<file path="src/rtl/pwm_tick_generator.sv">
// pwm_tick_generator: tick-driven PWM with double-buffered duty.
// Duty changes land on period boundaries so the waveform never glitches.
module pwm_tick_generator #(
  parameter int R = 8
) (
  input  logic         clk,
  input  logic         reset_n,
  input  logic         tick,
  input  logic         en,
  input  logic [R:0]   duty_in,
  input  logic         duty_load,
  output logic         pwm_out,
  output logic         period_start,
  output logic         duty_pending
);

  typedef enum logic {
    IDLE,
    RUN
  } state_t;

  localparam logic [R:0]   FULL = {1'b1, {R{1'b0}}};
  localparam logic [R-1:0] CMAX = '1;

  state_t       state, state_n;
  logic [R-1:0] cnt, cnt_n;
  logic [R:0]   duty_active, act_n;
  logic [R:0]   duty_shadow, sh_n;
  logic         pend_n;
  logic         ps_n;
  logic         pwm_n;
  logic         wrap;
  logic         apply;

  // next-state: counter, FSM, shadow capture and boundary apply
  always_comb begin
    state_n = state;
    cnt_n   = cnt;
    act_n   = duty_active;
    sh_n    = duty_shadow;
    pend_n  = duty_pending;
    ps_n    = 1'b0;
    wrap    = (state == RUN) && en
            && tick && (cnt == CMAX);
    apply   = duty_pending
            && ((state == IDLE) || wrap);

    unique case (state)
      IDLE: begin
        cnt_n = '0;
        if (en) begin
          state_n = RUN;
          ps_n    = 1'b1;
        end
      end
      RUN: begin
        if (!en) begin
          state_n = IDLE;
          cnt_n   = '0;
        end else if (tick) begin
          cnt_n = cnt + 1'b1;
          ps_n  = (cnt == CMAX);
        end
      end
      default: begin
        state_n = IDLE;
        cnt_n   = '0;
      end
    endcase

    // apply uses the old shadow; a same-edge load stays pending
    if (apply) begin
      act_n  = duty_shadow;
      pend_n = 1'b0;
    end

    if (duty_load) begin
      sh_n   = (duty_in > FULL) ? FULL : duty_in;
      pend_n = 1'b1;
    end

    pwm_n = (state_n == RUN)
          && ({1'b0, cnt_n} < act_n);
  end

  // single register bank: FSM, counter, duty buffers, outputs
  always_ff @(posedge clk or negedge reset_n) begin
    if (!reset_n) begin
      state        <= IDLE;
      cnt          <= '0;
      duty_active  <= '0;
      duty_shadow  <= '0;
      duty_pending <= 1'b0;
      pwm_out      <= 1'b0;
      period_start <= 1'b0;
    end else begin
      state        <= state_n;
      cnt          <= cnt_n;
      duty_active  <= act_n;
      duty_shadow  <= sh_n;
      duty_pending <= pend_n;
      pwm_out      <= pwm_n;
      period_start <= ps_n;
    end
  end

endmodule

</file>
<file path="config.mk">
export PLATFORM = sky130hd
export DESIGN_NAME = pwm_tick_generator
export DESIGN_NICKNAME = d
export VERILOG_FILES = /design/src/rtl/pwm_tick_generator.sv
export SDC_FILE = /design/constraint.sdc
export NUM_CORES = 1
export LEC_CHECK = 0
export BUFFER_PORTS_ARGS = -buffer_cell sky130_fd_sc_hd__buf_2
export CORE_MARGIN = 10
export CORE_UTILIZATION = 40
export CTS_CLUSTER_SIZE = 40
export DETAILED_ROUTE_END_ITERATION = 7
export PLACE_DENSITY = 0.61
export SLEW_MARGIN = 30
export SYNTH_ARGS = -nofsm -noshare
export SYNTH_HDL_FRONTEND = slang
export SYNTH_SLANG_ARGS = --single-unit
export TNS_END_PERCENT = 10
</file>
<file path="constraint.sdc">
create_clock -name clk -period 2.4 [get_ports clk]
set_clock_uncertainty 0.1 [all_clocks]
set_input_delay 0 -clock clk [delete_from_list [all_inputs] [get_ports clk]]
set_output_delay 0 -clock clk [all_outputs]
set_load 0.01 [all_outputs]
</file>
==> results.sh <==
export IMPL_yosys_area_top_type="dfrtp_1"
export IMPL_required_ns=2.57
export IMPL_die_y_um=80.4
export IMPL_num_nets_final=229
export IMPL_grt_pass1_vias=1334
export IMPL_cts_sinks=30
export IMPL_ir_worst_vdd_uv=668
export IMPL_yosysUniqueCellTypes=29
export IMPL_syn_mean_instance_area_sq_um=10.6
export IMPL_synth_top_cell_area_share_pct=51.5
export IMPL_clock_latency_ns=0.33
export IMPL_power_switching_share_pct=25.7
export IMPL_synth_compound_area_share_pct=16.8
export IMPL_rsz0062_at_grt="yes"
export IMPL_wl_per_cell_um=13.4
export IMPL_drtAntennaViolNets=0
export IMPL_h_tree_depth=2
export IMPL_synthAdderAreaFrac_pct=6.87
export IMPL_postPlaceCellArea_sq_mm=0.00171
export IMPL_layout_drive_gt1_share_pct=29.3
export IMPL_worstPathMaxFanout=3
export IMPL_post_route_cell_area_sq_mm=0.00214
export IMPL_cp_common_cell="a21oi_2"
export IMPL_synth_xor_area_share_pct=3.61
export IMPL_synthCells=138
export IMPL_r2r_end="pwm_out$_DFF_PN0_"
export IMPL_fin_hold_ws_ns=0.127
export IMPL_grt_max_degree=31
export IMPL_maxCapViolCount=0
export IMPL_worst_hold_path_type="input pin to async pin"
export IMPL_antenna_found_initial=0
export IMPL_core_area_sq_mm=0.00342
export IMPL_drt_iter0_drc=27
export IMPL_dp_final_hpwl_mm=2.22
export IMPL_max_clock_freq_mhz=410
export IMPL_fin_crit_sh_pct=102
export IMPL_maxSlewViolCount=0
export IMPL_total_leakage_power_nw=1.06
export IMPL_dpl_cell_count=212
export IMPL_critPathArrivalTime_ns=2.61
export IMPL_yosys_top_cells_area="dfrtp_1, ha_1, a21o_1, nand3b_1, nor2_1"
export IMPL_top_level_ports=17
export IMPL_area_growth_syn_to_layout_pct=46.8
export IMPL_vias=1216
export IMPL_timing_rr_start="cnt[0]$_DFF_PN0_"
export IMPL_fin_setup_tns_ns=-0.0401
export IMPL_grt_use_total_pct=11.9
export IMPL_ff2ff_path_depth=11
export IMPL_endpoint_kind="flip-flop"
export IMPL_initial_core_util_pct=42.7
export IMPL_ys_warn_count=0
export IMPL_synth_seq_cells=30
export IMPL_worst_slew_margin_rel_pct=56.9
export IMPL_violations="negative setup slack"
export IMPL_clockPowerShare_pct=28.7
export IMPL_drc=0
export IMPL_internal_power_uw=797
export IMPL_wl_mm=3.39
export IMPL_firstDrtPassIters=4
export IMPL_clk_path_buf_depth=2
export IMPL_fin_crit_ns=2.44
export IMPL_path_class="flip-flop to flip-flop"
export IMPL_ys_seq_area_share_pct=51.5
export IMPL_comb_power_share_pct=19.0
export IMPL_cts_tree="done"
export IMPL_syn_num_nets=160
export IMPL_dieWidth_um=80.4
export IMPL_fin_ws_ns=-0.0401
export IMPL_overflow=0
export IMPL_cpPeakStageDelay_ns=0.36
export IMPL_r2r_setup_slack_ns=-0.04
export IMPL_setup_violations=1
export IMPL_worst_setup_path_start_kind="flip-flop"
export IMPL_cts_made_buffers=5
export IMPL_portBuffers=16
export IMPL_finalHoldViolCount=0
export IMPL_power_density_mw_per_mm2=501
export IMPL_n_antenna_cell=0
export IMPL_status="finished, violations left"
export IMPL_grt_pass1_wl_mm=5.98
export IMPL_yosys_area_share_simple_pct=15.0
export IMPL_crit_chain="ha_2 -> nand2_2 -> buf_4 -> or3_1 -> a21oi_2 -> ha_1 -> a21o_1 -> a21oi_2 -> nand2_1 -> a211oi_2 -> o31a_1"
export IMPL_async_flop_share_pct=100
export IMPL_clkTransAtPathRegs_ns=0.09
export IMPL_ys_flop_type="dfrtp_1"
export IMPL_gp_congestion=0.862
export IMPL_total_power_mw=1.07
export IMPL_fin_cells=254
export IMPL_synth_edff_count=0
export IMPL_synth_top_family_by_area="compound AO/OA/AOI/OAI gates"
export IMPL_slowest_stage="dfrtp_1"
export IMPL_avgViaCountPerCell=4.79
export IMPL_cts_root_buf="clkbuf_4"
export IMPL_syn_area_sq_mm=0.00146
export IMPL_rows=21
export IMPL_sequentialPowerShare_pct=52.3
export IMPL_synthMuxAreaShare_pct=2.49
export IMPL_worst_pin_slew_ns=0.646
export IMPL_dieArea_sq_mm=0.00646
export IMPL_p_switching_uw=276
critical path: cells and delay by family (launching register included):
family	cells	cell delay [ns]
AO/OA/AOI/OAI	5	0.83
flip-flops	1	0.36
adder cells (fa/ha/maj)	2	0.46
AND/OR/NAND/NOR	3	0.48
buffers and inverters	1	0.14
cells in the mapped netlist (2+ instances only):
| cell type | instances |
|---|---|
| nand3b_1 | 8 |
| xnor2_1 | 3 |
| inv_1 | 9 |
| o21ai_0 | 10 |
| dfrtp_1 | 30 |
| nand2_1 | 6 |
| xor2_1 | 3 |
| clkbuf_1 | 4 |
| o31a_1 | 2 |
| nor2_1 | 15 |
| nand3_1 | 3 |
| a21oi_1 | 11 |
| nand4_1 | 2 |
| a21o_1 | 10 |
| ha_1 | 8 |
flip-flops by register name, summed over array words and instances (netlist names):
| name | cells |
|---|---|
| cnt | 8 |
| period_start | 1 |
| duty_active | 9 |
| state | 1 |
| duty_pending | 1 |
| duty_shadow | 9 |
| pwm_out | 1 |
what timing repair did:
| action | in CTS | in global routing |
|---|---|---|
| hold buffers | 29 | 0 |
| gates cloned | 0 | 0 |
| setup buffers | 4 | 1 |
| hold endpoints to repair | 45 | 0 |
| endpoints found under the setup margin | 1 | 1 |
| pin swaps | 5 | 3 |
| gates resized for setup | 10 | 0 |
worst max-delay path by stage:
stage | from | endpoint | slack [ns] | cells past startpoint
after floorplan | cnt[0]$_DFF_PN0_ | pwm_out$_DFF_PN0_ | 0.02 | 12
after global placement | cnt[1]$_DFF_PN0_ | pwm_out$_DFF_PN0_ | -0.03 | 11
after detailed placement | cnt[1]$_DFF_PN0_ | pwm_out$_DFF_PN0_ | -0.11 | 11
after CTS | cnt[0]$_DFF_PN0_ | pwm_out$_DFF_PN0_ | -0.06 | 12
after global routing | cnt[4]$_DFF_PN0_ | pwm_out$_DFF_PN0_ | -0.18 | 11
final | cnt[0]$_DFF_PN0_ | pwm_out$_DFF_PN0_ | -0.04 | 11
logic make-up (layout without fill, tap and decap cells):
| group | count (synthesis) | in the layout |
|---|---|---|
| AND/OR/NAND/NOR | 40 | 40 |
| AO/OA/AOI/OAI | 37 | 37 |
| flip-flops | 30 | 30 |
| buffers and inverters | 14 | 84 |
| adder cells (fa/ha/maj) | 8 | 8 |
| XOR/XNOR | 6 | 6 |
| multiplexers | 3 | 3 |
power groups by stage:
stage	logic, mW	registers (mW)	clock network (mW)
global placement	0.145	0.569	0
detailed placement	0.149	0.570	0
finish	0.204	0.561	0.308
floorplan	0.0956	0.569	0
global route	0.227	0.566	0.355
CTS	0.200	0.561	0.321
final cells by class:
class / instances / area, sq um
inverter: 9 / 33.8
sequential: 30 / 751
fill: 289 / 1280
tap: 46 / 57.6
clock inverter: 1 / 5.00
multi-input combinational: 94 / 694
clock buffer: 7 / 55.1
timing repair buffer: 67 / 543
metal layers:
metal,vias to the layer above,routed length (um),global-route usage (%)
li1,618,-,-
met5,-,0,0
met4,0,60,5.81
met2,18,1740,20.3
met3,4,142,4.45
met1,576,1450,12.6
metrics by stage:
| stage | utilization [%] | worst slack [ns] |
|---|---|---|
| after floorplan | - | 0.0155 |
| after global placement | 50.2 | -0.0329 |
| after detailed placement | 50.2 | -0.107 |
| after CTS | 62.4 | -0.0596 |
| after global routing | 62.6 | -0.176 |
| final | 62.6 | -0.0401 |
cells in the final DEF (no fill, tap or decap):
| master | instances |
|---|---|
| a211oi_2 | 1 |
| a21o_1 | 10 |
| a21oi_1 | 6 |
| a21oi_2 | 5 |
| a41o_1 | 1 |
| and2_1 | 1 |
| and3_1 | 1 |
| buf_2 | 16 |
| buf_4 | 20 |
| buf_6 | 2 |
| clkbuf_1 | 1 |
| clkbuf_4 | 5 |
| clkbuf_8 | 1 |
| clkinv_2 | 1 |
| dfrtp_1 | 30 |
| dlygate4sd3_1 | 29 |
| ha_1 | 7 |
| ha_2 | 1 |
| inv_1 | 9 |
| mux2_2 | 1 |
| mux2_4 | 1 |
| mux2i_1 | 1 |
| nand2_1 | 5 |
| nand2_2 | 2 |
| nand3_1 | 3 |
| nand3b_1 | 8 |
| nand4_1 | 2 |
| nand4_4 | 1 |
| nor2_1 | 12 |
| nor2_2 | 2 |
| nor2_4 | 1 |
| nor2b_1 | 1 |
| o2111ai_1 | 1 |
| o21ai_0 | 10 |
| o31a_1 | 2 |
| o31ai_4 | 1 |
| or3_1 | 1 |
| xnor2_1 | 3 |
| xor2_1 | 3 |
Power figures use the tool's default switching activity.
